[src/rtl/instr_mem_loader.sv]
// Loadable instruction memory: streams words in while in LOAD, then serves
// byte-addressed fetches with one-cycle read latency while in RUN.
//
// state  | meaning
// S_LOAD | accepting load beats into mem[ptr]; fetches blocked
// S_RUN  | serving fetches; load port closed
module instr_mem_loader #(
   parameter int          ADDR_WIDTH = 5,
   parameter int          PC_WIDTH   = 32,
   parameter logic [31:0] NOP_WORD   = 32'h0000_0013
) (
   input  logic                clk,
   input  logic                rst,
   input  logic                load_start,
   input  logic                load_valid,
   input  logic [31:0]         load_data,
   output logic                load_ready,
   input  logic                load_done,
   input  logic                fetch_req,
   input  logic [PC_WIDTH-1:0] fetch_addr,
   output logic                fetch_ready,
   input  logic                stall,
   output logic                ins_valid,
   output logic [31:0]         ins_out,
   output logic                ins_fault,
   output logic                running
);

   localparam int DEPTH = 1 << ADDR_WIDTH;
   localparam logic [ADDR_WIDTH:0] PTR_FULL = {1'b1, {ADDR_WIDTH{1'b0}}};

   typedef enum logic {
      S_LOAD = 1'b0,
      S_RUN  = 1'b1
   } state_t;

   state_t                state, state_nxt;
   logic [ADDR_WIDTH:0]   ptr;
   logic [DEPTH-1:0]      written;
   logic [31:0]           mem [DEPTH];
   logic                  beat;
   logic                  accept;
   logic                  clear_load;
   logic [ADDR_WIDTH-1:0] widx;
   logic                  misaligned;
   logic                  out_of_range;

   assign widx         = fetch_addr[ADDR_WIDTH+1:2];
   assign misaligned   = |fetch_addr[1:0];
   assign out_of_range = |fetch_addr[PC_WIDTH-1:ADDR_WIDTH+2];
   assign running      = (state == S_RUN);

   always_comb begin
      state_nxt   = state;
      load_ready  = 1'b0;
      fetch_ready = 1'b0;
      clear_load  = 1'b0;
      case (state)
         S_LOAD: begin
            load_ready = (ptr != PTR_FULL);
            if (load_start) begin
               clear_load = 1'b1;
            end else if (load_done) begin
               state_nxt = S_RUN;
            end
         end
         S_RUN: begin
            fetch_ready = !stall && !load_start;
            if (load_start) begin
               clear_load = 1'b1;
               state_nxt  = S_LOAD;
            end
         end
         default: state_nxt = S_LOAD;
      endcase
      // A restart wins over a beat arriving in the same cycle: the pointer is
      // being rewound, so that beat is dropped rather than written at the old slot.
      beat   = load_valid && load_ready && !clear_load;
      accept = fetch_req && fetch_ready;
   end

   always_ff @(posedge clk or posedge rst) begin
      if (rst) begin
         state   <= S_LOAD;
         ptr     <= '0;
         written <= '0;
      end else begin
         state <= state_nxt;
         if (clear_load) begin
            ptr     <= '0;
            written <= '0;
         end else if (beat) begin
            ptr                            <= ptr + 1'b1;
            written[ptr[ADDR_WIDTH-1:0]]   <= 1'b1;
         end
      end
   end

   // Storage carries no reset; the written[] flags gate what is visible.
   always_ff @(posedge clk) begin
      if (beat) begin
         mem[ptr[ADDR_WIDTH-1:0]] <= load_data;
      end
   end

   always_ff @(posedge clk or posedge rst) begin
      if (rst) begin
         ins_valid <= 1'b0;
         ins_out   <= NOP_WORD;
         ins_fault <= 1'b0;
      end else if (state_nxt == S_LOAD) begin
         ins_valid <= 1'b0;
      end else if (accept) begin
         ins_valid <= 1'b1;
         if (misaligned || out_of_range) begin
            ins_out   <= NOP_WORD;
            ins_fault <= 1'b1;
         end else if (!written[widx]) begin
            ins_out   <= NOP_WORD;
            ins_fault <= 1'b0;
         end else begin
            ins_out   <= mem[widx];
            ins_fault <= 1'b0;
         end
      end else if (!stall) begin
         ins_valid <= 1'b0;
      end
   end

endmodule

[config.mk]
export PLATFORM = sky130hd
export DESIGN_NAME = instr_mem_loader
export DESIGN_NICKNAME = d
export VERILOG_FILES = /design/src/rtl/instr_mem_loader.sv
export SDC_FILE = /design/constraint.sdc
export NUM_CORES = 1
export LEC_CHECK = 0
export BUFFER_PORTS_ARGS = -buffer_cell sky130_fd_sc_hd__buf_2
export CAP_MARGIN = 30
export CORE_MARGIN = 1
export CORE_UTILIZATION = 60
export CTS_CLUSTER_SIZE = 20
export DETAILED_ROUTE_END_ITERATION = 7
export PLACE_DENSITY = 0.79
export SLEW_MARGIN = 30
export SYNTH_ARGS = -nofsm -noshare
export SYNTH_HDL_FRONTEND = slang
export SYNTH_SLANG_ARGS = --single-unit
[constraint.sdc]
create_clock -name clk -period 7.1 [get_ports clk]
set_clock_uncertainty 0.05 [all_clocks]
set_input_delay 0.355 -clock clk [delete_from_list [all_inputs] [get_ports clk]]
set_output_delay 0.355 -clock clk [all_outputs]
set_load 0.02 [all_outputs]
==> out/summary.txt, run 1 <==
STATUS
----------------------------------------------------------------------------------------
Run status                                                                     completed

SYNTH
----------------------------------------------------------------------------------------
Top_reg_cell synth                                                          sky130_fd_sc_hd__edfxtp_1
Distinct cells, synth                                                                 50
Synthesized cell area                                                       0.0421 sq mm
Number of warnings issued by yosys                                                     0
Cell type with the largest total area after synthesis                       sky130_fd_sc_hd__edfxtp_1
Async SR Flop Fraction                                                             6.65%
Xor/xnor cell area share of the yosys netlist                                     0.104%
Area fraction in compound gates after synthesis                                    2.40%
Post-synthesis simple-gate area fraction                                           1.42%
Syn Nets                                                                           1,978
Area share of the largest cell type after synthesis                                73.0%
Multiplexer share of the synthesized area                                          16.8%
Dominant cells by area after synthesis                                      sky130_fd_sc_hd__edfxtp_1, sky130_fd_sc_hd__mux4_2, sky130_fd_sc_hd__dfrtp_1
Sequential-to-total area share from yosys stat                                     77.3%
Post-Syn Instances                                                                 1,903
Dominant combinational cell family by area after synthesis                  multiplexers
Post-Syn Area per Cell                                                        22.1 sq um
Fraction of the mapped netlist area in adder cells                                0.119%
Number of flops mapped to enable cells by yosys                                    1,024
Synth Register Bits                                                                1,097

STA
----------------------------------------------------------------------------------------
Final Critical Period                                                            3.53 ns
Final-report max-slew violation count                                                  0
Count of endpoints failing hold in the final timing report                             0
Worst Tran Pin Value                                                            0.982 ns
Unrepaired setup endpoints after global routing                                    false
Total Neg Setup Slack                                                               0 ns
Portion of the clock cycle consumed by the worst path in the final layout          49.8%
Tightest slew margin relative to the limit                                         34.3%
Final setup fails                                                                      0
Fmax achieved                                                                  0.283 GHz

POWER AND IR DROP
----------------------------------------------------------------------------------------
Max rail drop VDD                                                               0.245 mV
Ratio of total power to cell area                                            273 mW/mm^2
Static leakage                                                                   15.7 nW
Overall power                                                                    13.2 mW

FINAL LAYOUT
----------------------------------------------------------------------------------------
Total of fill cells in the finished design                                         3,919
Ant diodes                                                                             0
Fraction of the core area covered by cells at the end of the flow                  69.9%
Fraction of final layout cells sized beyond drive strength 1                       29.3%
Growth of design area from synthesis to finish                                     14.6%
Post-layout instance area                                                   0.0483 sq mm
Post-Layout Cell Count                                                             3,093
Net total in the final layout                                                      2,152

GRT
----------------------------------------------------------------------------------------
Antenna violations before repair                                                       4
Pin count of the biggest net entering global routing                                 148
Vias in the first global route                                                    21,700
Wire length of the first global-routing pass                                      157 mm
Overall overflow remaining after global route                                          0
Total Routing Usage GR                                                             32.1%

DIE
----------------------------------------------------------------------------------------
Number of placed I/O pins                                                            108
Die height                                                                        267 um
Number of standard-cell rows in the floorplan                                         96
Die X-Extent                                                                      267 um
CORE AREA                                                                   0.0691 sq mm
Total die area                                                              0.0713 sq mm
Effective utilization at floorplan                                                 61.0%

SETUP PATH
----------------------------------------------------------------------------------------
CP Launch Type                                                                      flop
Req. time, crit path                                                             7.33 ns
Critical path endpoint category                                                     flop
Count of cells along the worst register-to-register path                               7
Worst setup path category                                                     reg -> reg
Max Fanout on Critical Path                                                           19
Data arrival time at the worst-slack endpoint                                    3.77 ns

PLACE
----------------------------------------------------------------------------------------
Weighted congestion at the end of routability-driven global placement              0.837
Count of buffers inserted at the top-level ports                                     107
Area after DPL                                                              0.0450 sq mm
DPL Wire Length                                                                  64.8 mm
Placed Cells                                                                       2,899

CTS
----------------------------------------------------------------------------------------
CTS Buf Count                                                                        104
Clock slew at the register clock pins of the worst setup and hold paths          0.06 ns
CTS tree                                                                             yes
Number of buffers on the longest clock path                                            3
Number of hold buffers added after cts                                                 3
H-tree levels                                                                          3
Post-CTS Setup Repair Bufs                                                             0
Clk_lat worst skew                                                               0.67 ns
CTS-repair resized insts                                                               0
Clk sinks                                                                          1,097
Buffer type at the clock tree root                                          sky130_fd_sc_hd__clkbuf_16

JOB
----------------------------------------------------------------------------------------
Max-cap violation count                                                                0

HOLD PATH
----------------------------------------------------------------------------------------
Worst hold path stage count                                                            4
Type of the worst min-delay path                                               in -> reg

DETAILED ROUTING
----------------------------------------------------------------------------------------
Average wire length per cell after detail routing                                35.7 um
Routed vias                                                                       21,400
Per-cell via count in the routed design                                             6.93
Final routed wirelength across all metal layers                                   110 mm
Number of design rule violations left after detail routing                             0
ANT nets after route                                                                   0
Initial DRC count                                                                  3,304
First-pass iteration count of the detailed router                                      6

-- routing by layer --
layer | global-route usage [%] | up-vias | wire [um]
met1 | 42.9 | 11100 | 37700
met5 | 0 | - | 22
met3 | 7.00 | 288 | 13000
met4 | 13.0 | 4 | 5030
li1 | - | 8330 | -
met2 | 52.1 | 1694 | 54700
-- flip-flops by register name (all words and copies together) (netlist names) --
| name | flops |
|---|---|
| mem | 1024 |
| ins_fault | 1 |
| ins_out | 32 |
| ptr | 6 |
| running | 1 |
| written | 32 |
| ins_valid | 1 |
-- Yosys cell counts, drive strengths merged, types with 10 or more instances --
cell type,number
a21oi,28
a22oi,10
buf,66
clkbuf,43
dfrtp,70
edfxtp,1024
inv,37
mux2i,79
mux4,278
nand2,43
nor2,50
o21ai,31
o22ai,65
-- metrics by stage --
step | hold WS, ns | setup slack [ns]
floorplan | 0.404 | 3.47
global placement | 0.425 | 3.63
detailed placement | 0.455 | 3.61
CTS | 0.0469 | 3.63
global route | 0.0750 | 3.43
finish | 0.0547 | 3.57
-- cell families after synthesis --
family | after synthesis
buffers and inverters | 146
xor gates and xnor gates | 5
DFF | 1097
muxes | 359
adders and majority gates | 4
AOI/OAI and AO/OA | 161
and+or+nand+nor | 131
-- critical path, cell delays in order, from the launching register on --
cell and delay (ns):
sky130_fd_sc_hd__dfrtp_1 0.60, sky130_fd_sc_hd__nor3_1 0.16, sky130_fd_sc_hd__a311oi_2 0.57, sky130_fd_sc_hd__nor2b_1 0.31, sky130_fd_sc_hd__nand2_1 0.09, sky130_fd_sc_hd__buf_4 0.27, sky130_fd_sc_hd__nor2_4 0.55, sky130_fd_sc_hd__buf_4 0.51
-- cells in the final DEF (no fill, tap or decap), types with 16 or more instances in the layout --
| cell type | count |
|---|---|
| sky130_fd_sc_hd__clkinv_1 | 16 |
| sky130_fd_sc_hd__mux4_2 | 275 |
| sky130_fd_sc_hd__clkbuf_16 | 107 |
| sky130_fd_sc_hd__nor2_4 | 32 |
| sky130_fd_sc_hd__mux2i_1 | 79 |
| sky130_fd_sc_hd__nand2_1 | 42 |
| sky130_fd_sc_hd__buf_2 | 104 |
| sky130_fd_sc_hd__nor2_1 | 17 |
| sky130_fd_sc_hd__o21ai_1 | 30 |
| sky130_fd_sc_hd__clkbuf_1 | 36 |
| sky130_fd_sc_hd__clkinv_2 | 16 |
| sky130_fd_sc_hd__a21oi_1 | 28 |
| sky130_fd_sc_hd__o22ai_1 | 65 |
| sky130_fd_sc_hd__buf_16 | 45 |
| sky130_fd_sc_hd__edfxtp_1 | 1024 |
| sky130_fd_sc_hd__inv_1 | 36 |
| sky130_fd_sc_hd__dfrtp_1 | 70 |
-- layout make-up --
cell class / instances / area [sq um] / share of cell area [%]
Timing Repair Buffer: 177 / 2070 / 4.28
Clock buffer: 148 / 2880 / 5.97
Inverter: 37 / 140 / 0.290
Sequential cell: 1097 / 32600 / 67.5
Clock inverter: 43 / 407 / 0.842
Tap cell: 931 / 1160 / 2.41
Multi-Input combinational cell: 660 / 9040 / 18.7
-- worst paths after layout --
path | startpoint | to | slack, ns
setup / recovery | ptr[3] | mem[9][11] | 3.57
min in group asynchronous | rst | ins_out[31] | 0.42
setup reg to reg | ptr[3] | mem[9][11] | 3.57
max in group asynchronous | rst | ins_out[29] | 6.06
hold reg to reg | ins_fault | ins_fault | 0.46
hold / removal | fetch_addr[21] | ins_fault | 0.05
-- report_power, final --
| group | leakage, nW | switching (mW) | internal, mW | total (mW) |
|---|---|---|---|---|
| registers | 10.2 | 0.00963 | 7.09 | 7.10 |
| clock network | 1.60 | 2.38 | 3.05 | 5.42 |
| logic | 3.84 | 0.423 | 0.231 | 0.654 |
Power figures use the tool's default switching activity.
==> run 2, diff against run 1 <==
Clock period 7.1 ns to 3.35 ns, I/O delays scaled along.
==> run 2 against run 1 <==
First-iteration DRC count down 10%; combinational power up 97%; critical path depth up 2; critical path type unchanged; via count up 0.23%; fmax up 19%; total power up 110%; worst setup slack worse by 3.2 ns; count of clock-buffer cells in the layout down 14; clock power up 110%; worst hold slack worse by 0.027 ns; largest cell class unchanged; largest power group unchanged; global-route usage down 1.6 points.
==> out/summary.txt, run 2 (synthesized netlist as in run 1, its figures left out) <==
DETAILED ROUTING
----------------------------------------------------------------------------------------
Routed vias                                                                       21,500
Per-cell via count in the routed design                                             6.80
Number of design rule violations left after detail routing                             0
ANT nets after route                                                                   0
First-pass iteration count of the detailed router                                      6
Initial DRC count                                                                  2,970
Average wire length per cell after detail routing                                33.2 um
Final routed wirelength across all metal layers                                   105 mm

FINAL LAYOUT
----------------------------------------------------------------------------------------
Growth of design area from synthesis to finish                                     14.4%
Highest-count cells in the layout ignoring fill and taps                    sky130_fd_sc_hd__edfxtp_1, sky130_fd_sc_hd__mux4_2, sky130_fd_sc_hd__clkbuf_16
Fraction of the core area covered by cells at the end of the flow                  69.8%
Max reg flops                                                                      1,024
Fraction of final layout cells sized beyond drive strength 1                       30.1%
Post-Layout Cell Count                                                             3,161
Net total in the final layout                                                      2,216
Post-layout instance area                                                   0.0482 sq mm
Most frequent standard cell in the layout excluding fill and tap cells      sky130_fd_sc_hd__edfxtp_1

PLACE
----------------------------------------------------------------------------------------
Area after DPL                                                              0.0444 sq mm
Count of buffers inserted at the top-level ports                                     107
DPL Wire Length                                                                  56.1 mm
Weighted congestion at the end of routability-driven global placement              0.824
Placed Cells                                                                       2,925

HOLD PATH
----------------------------------------------------------------------------------------
Type of the worst min-delay path                                               in -> reg

CTS
----------------------------------------------------------------------------------------
Buffer type at the clock tree root                                          sky130_fd_sc_hd__clkbuf_16
CTS Buf Count                                                                        105
Clock slew at the register clock pins of the worst setup and hold paths          0.06 ns
H-tree levels                                                                          3
Clk sinks                                                                          1,097
Number of buffers on the longest clock path                                            3
CTS-repair resized insts                                                               0
Clk_lat worst skew                                                               0.67 ns
CTS tree                                                                             yes

DIE
----------------------------------------------------------------------------------------
Number of standard-cell rows in the floorplan                                         96
CORE AREA                                                                   0.0691 sq mm
Die X-Extent                                                                      267 um
Effective utilization at floorplan                                                 61.0%
Die height                                                                        267 um
Total die area                                                              0.0713 sq mm
Number of placed I/O pins                                                            108

POWER AND IR DROP
----------------------------------------------------------------------------------------
Ratio of total power to cell area                                            579 mW/mm^2
Max rail drop VDD                                                               0.495 mV
Static leakage                                                                   15.8 nW

GRT
----------------------------------------------------------------------------------------
Overall overflow remaining after global route                                          0
Pin count of the biggest net entering global routing                                  75
Antenna violations before repair                                                       2
Total Routing Usage GR                                                             30.5%
Wire length of the first global-routing pass                                      151 mm
Vias in the first global route                                                    22,100

SETUP PATH
----------------------------------------------------------------------------------------
Data arrival time at the worst-slack endpoint                                    3.20 ns
Req. time, crit path                                                             3.59 ns
Most Frequent Cell on Critical Path                                         sky130_fd_sc_hd__buf_4
Cells along the critical path                                               inv_1 > ha_1 > a311oi_2 > buf_4 > nor2b_1 > nand2_1 > buf_4 > nor2_4 > buf_4
Max stage delay on crit path                                                     0.52 ns
Max Fanout on Critical Path                                                           22
Worst setup path category                                                     reg -> reg
Slowest CP cell                                                             sky130_fd_sc_hd__buf_4
Critical path endpoint category                                                     flop
CP Launch Type                                                                      flop

STA
----------------------------------------------------------------------------------------
Fmax achieved                                                                  0.338 GHz
Final setup fails                                                                      0
Final Critical Period                                                            2.96 ns
Tightest slew margin relative to the limit                                         33.1%
Final-report max-slew violation count                                                  0
Worst Tran Pin Value                                                             1.00 ns
Portion of the clock cycle consumed by the worst path in the final layout          88.4%
Unrepaired setup endpoints after global routing                                    false
Count of endpoints failing hold in the final timing report                             0
Post-Route Hold Slack                                                          0.0274 ns
Total Neg Setup Slack                                                               0 ns

STATUS
----------------------------------------------------------------------------------------
Run status                                                                     completed

JOB
----------------------------------------------------------------------------------------
Max-cap violation count                                                                0

[run 2: final timing paths]
kind | start | end | slack (ns) | depth (start not counted)
setup / recovery | ptr[0] | mem[24][6] | 0.39 | 9
hold / removal | load_data[2] | mem[24][2] | 0.03 | 1
setup reg to reg | ptr[0] | mem[24][6] | 0.39 | 9
hold reg to reg | ins_out[13] | ins_out[13] | 0.43 | 2
max in group asynchronous | rst | ins_out[26] | 1.82 | 5
min in group asynchronous | rst | ins_out[16] | 0.48 | 4
[run 2: stage by stage]
| step | setup slack, ns | power (mW) |
|---|---|---|
| 2_1_floorplan | -0.284 | 16.1 |
| 3_3_place_gp | 0.497 | 16.5 |
| 3_5_place_dp | 0.487 | 16.6 |
| 4_1_cts | 0.432 | 28.0 |
| 5_1_grt | 0.291 | 28.6 |
| 6_report | 0.388 | 27.9 |
[run 2: power by group]
| group | total (mW) | switching, mW | internal, mW | leakage, nW |
|---|---|---|---|---|
| registers | 15.0 | 0.0190 | 15.0 | 10.2 |
| clock network | 11.6 | 4.98 | 6.59 | 1.66 |
| logic | 1.29 | 0.770 | 0.521 | 3.90 |
| total | 27.9 | 5.77 | 22.1 | 15.8 |
[run 2: layout make-up]
type / instances / area [sq um]
Antenna cell: 2 / 5.00
Clock buffer: 134 / 2830
Clock inverter: 60 / 544
Fill cell: 3907 / 20900
Inverter: 37 / 140
Multi-Input combinational cell: 660 / 9030
Sequential cell: 1097 / 32600
Tap cell: 931 / 1160
Timing Repair Buffer: 240 / 1900
[run 2: routing by layer]
layer,track usage [%],up-vias,wire length [um]
li1,-,8466,-
met1,41.5,11200,37500
met2,49.2,1528,51600
met3,5.97,275,11500
met4,12.4,0,4480
met5,0,-,0
[run 2: critical path, delay by kind of cell (launching register included)]
| kind | cells | cell delay, ns |
|---|---|---|
| buf+inv | 4 | 1.07 |
| simple gates | 3 | 0.52 |
| flops | 1 | 0.44 |
| fa+ha+maj | 1 | 0.25 |
| compound gates | 1 | 0.23 |
[run 2: what timing repair did]
item,4_1_cts,5_1_grt
buffers inserted,0,0
hold buffers,40,0
hold endpoints to repair,1070,0
endpoints found under the setup margin,0,0
==> run 3, diff against run 2 <==
Settings changed: CORE_UTILIZATION 60 to 64, CTS_BUF_LIST from default to sky130_fd_sc_hd__clkbuf_4, PLACE_DENSITY 0.79 to 0.83.
==> run 3 against run 2 <==
Final area rose by 0.19%; routed wire length increased by 0.69%; critical path depth rose by 2; non-clock buffer count grew 34; worst setup slack got worse by 0.32 ns; die area down 6.2%; combinational power is 6% higher; final cell count rose by 6.8%; fmax decreased by 9.7%; count of clock-buffer cells in the layout rose by 272; clock power fell by 7%; worst hold slack gained 0.075 ns.
==> out/summary.txt, run 3 (synthesized netlist as in run 1, its figures left out) <==
STATUS
----------------------------------------------------------------------------------------
Run status                                                                     completed

CTS
----------------------------------------------------------------------------------------
Clk_lat worst skew                                                               1.11 ns
CTS-repair resized insts                                                               0
Buffer type at the clock tree root                                          sky130_fd_sc_hd__clkbuf_4
Clock slew at the register clock pins of the worst setup and hold paths          0.08 ns
CTS Buf Count                                                                        277
CTS tree                                                                             yes
H-tree levels                                                                          5
Number of buffers on the longest clock path                                            4
Clk sinks                                                                          1,097

SETUP PATH
----------------------------------------------------------------------------------------
Data arrival time at the worst-slack endpoint                                    4.28 ns
Count of cells along the worst register-to-register path                               9
CP Launch Type                                                                input port
Slowest CP cell                                                             sky130_fd_sc_hd__dlygate4sd3_1
Max stage delay on crit path                                                     0.64 ns
Most Frequent Cell on Critical Path                                         sky130_fd_sc_hd__dlygate4sd3_1
Cells along the critical path                                               dlygate4sd3_1 > buf_2 > dlygate4sd3_1 > or3_1 > dlygate4sd3_1 > nor3_1 > dlygate4sd3_1 > nand4_1 > buf_4 > o22a_1 > dlygate4sd3_1
Critical path endpoint category                                                     flop
Req. time, crit path                                                             4.35 ns
Worst setup path category                                                      in -> reg
Max Fanout on Critical Path                                                           30

STA
----------------------------------------------------------------------------------------
Count of endpoints failing hold in the final timing report                             0
Post-Route Hold Slack                                                           0.102 ns
Unrepaired setup endpoints after global routing                                    false
Total Neg Setup Slack                                                               0 ns
Fmax achieved                                                                  0.305 GHz
Worst setup margin                                                             0.0690 ns
Worst Tran Pin Value                                                            0.940 ns
Final setup fails                                                                      0
Tightest slew margin relative to the limit                                         37.1%
Final-report max-slew violation count                                                  0
Final Critical Period                                                            3.28 ns
Portion of the clock cycle consumed by the worst path in the final layout          97.9%

HOLD PATH
----------------------------------------------------------------------------------------
Worst hold path stage count                                                            2
Type of the worst min-delay path                                               in -> reg

GRT
----------------------------------------------------------------------------------------
Pin count of the biggest net entering global routing                                  71
Wire length of the first global-routing pass                                      154 mm
Overall overflow remaining after global route                                          0
Antenna violations before repair                                                       5
Total Routing Usage GR                                                             32.8%
Vias in the first global route                                                    24,100

POWER AND IR DROP
----------------------------------------------------------------------------------------
Max rail drop VDD                                                               0.487 mV
Static leakage                                                                   16.2 nW
Overall power                                                                    27.2 mW
Ratio of total power to cell area                                            563 mW/mm^2

FINAL LAYOUT
----------------------------------------------------------------------------------------
Highest-count cells in the layout ignoring fill and taps                    sky130_fd_sc_hd__edfxtp_1, sky130_fd_sc_hd__clkbuf_4, sky130_fd_sc_hd__mux4_2
Net total in the final layout                                                      2,422
Fraction of final layout cells sized beyond drive strength 1                       36.8%
Growth of design area from synthesis to finish                                     14.6%
Most frequent standard cell in the layout excluding fill and tap cells      sky130_fd_sc_hd__edfxtp_1
Total of fill cells in the finished design                                         3,331
Max reg flops                                                                      1,024
Fraction of the core area covered by cells at the end of the flow                  74.5%

DETAILED ROUTING
----------------------------------------------------------------------------------------
Average wire length per cell after detail routing                                31.3 um
Number of design rule violations left after detail routing                             0
Routed vias                                                                       22,600
Final routed wirelength across all metal layers                                   106 mm
First-pass iteration count of the detailed router                                      6
ANT nets after route                                                                   0
Per-cell via count in the routed design                                             6.70
Initial DRC count                                                                  3,144

JOB
----------------------------------------------------------------------------------------
Max-cap violation count                                                                0

PLACE
----------------------------------------------------------------------------------------
Count of buffers inserted at the top-level ports                                     107
Weighted congestion at the end of routability-driven global placement              0.822
Pre-CTS WS                                                                      0.531 ns
DPL Wire Length                                                                  57.8 mm

DIE
----------------------------------------------------------------------------------------
Total die area                                                              0.0669 sq mm
CORE AREA                                                                   0.0648 sq mm
Number of placed I/O pins                                                            108
Die height                                                                        259 um
Number of standard-cell rows in the floorplan                                         93
Die X-Extent                                                                      259 um
Effective utilization at floorplan                                                 65.0%

## run 3: cell count changes in the layout (fill, tap and decap cells not counted), sizes merged, moves of 3 or more
cell	delta
buf	-8
clkbuf	+272
dlygate4sd3	+42
clkinv	-10
clkinvlp	-3
bufinv	-6
## run 3: report_power, final
part | internal, mW | switching [mW]
clock | 5.66 | 5.14
sequential | 15.0 | 0.0173
combinational | 0.553 | 0.813
## run 3: repair_timing
item | 4_1_cts | 5_1_grt
buffers inserted | 0 | 0
hold endpoints to repair | 1170 | 0
hold buffers | 82 | 0
## run 3: metal layers
layer	track usage, %	wire [um]	up-vias
li1	-	-	9017
met1	41.3	35400	11400
met2	52.7	52700	1811
met3	9.86	13000	339
met4	15.9	4670	4
met5	0	21	-
## run 3: critical path: cells and delay by family
| family | cells | cell delay, ns |
|---|---|---|
| and+or+nand+nor | 3 | 0.59 |
| AOI/OAI and AO/OA | 1 | 0.23 |
| buffers and inverters | 7 | 3.29 |
## run 3: final cells by class
type / instances / area, sq um / area share, %
timing repair buffer: 274 / 2180 / 4.52
inverter: 37 / 141 / 0.293
sequential: 1097 / 32600 / 67.5
antenna: 4 / 10.0 / 0.0207
multi-input combinational: 660 / 9030 / 18.7
clock buffer: 406 / 3050 / 6.31
tap: 855 / 1070 / 2.22
clock inverter: 43 / 220 / 0.456
## run 3: final timing paths
| path | startpoint | end | slack, ns |
|---|---|---|---|
| setup / recovery | fetch_addr[21] | ins_out[0] | 0.07 |
| hold / removal | load_data[27] | mem[15][27] | 0.10 |
| setup reg to reg | running | ins_out[0] | 0.20 |
| hold reg to reg | ins_out[20] | ins_out[20] | 0.43 |
| max in group asynchronous | rst | ptr[5] | 2.22 |
| min in group asynchronous | rst | ins_out[15] | 0.26 |
## run 3: through the flow
step / cell area [sq um] / instances
2_1_floorplan: 42100 / 1903
3_3_place_gp: 44200 / 2841
3_5_place_dp: 44200 / 2841
4_1_cts: 48300 / 3372
5_1_grt: 48300 / 3374
6_report: 48300 / 3376
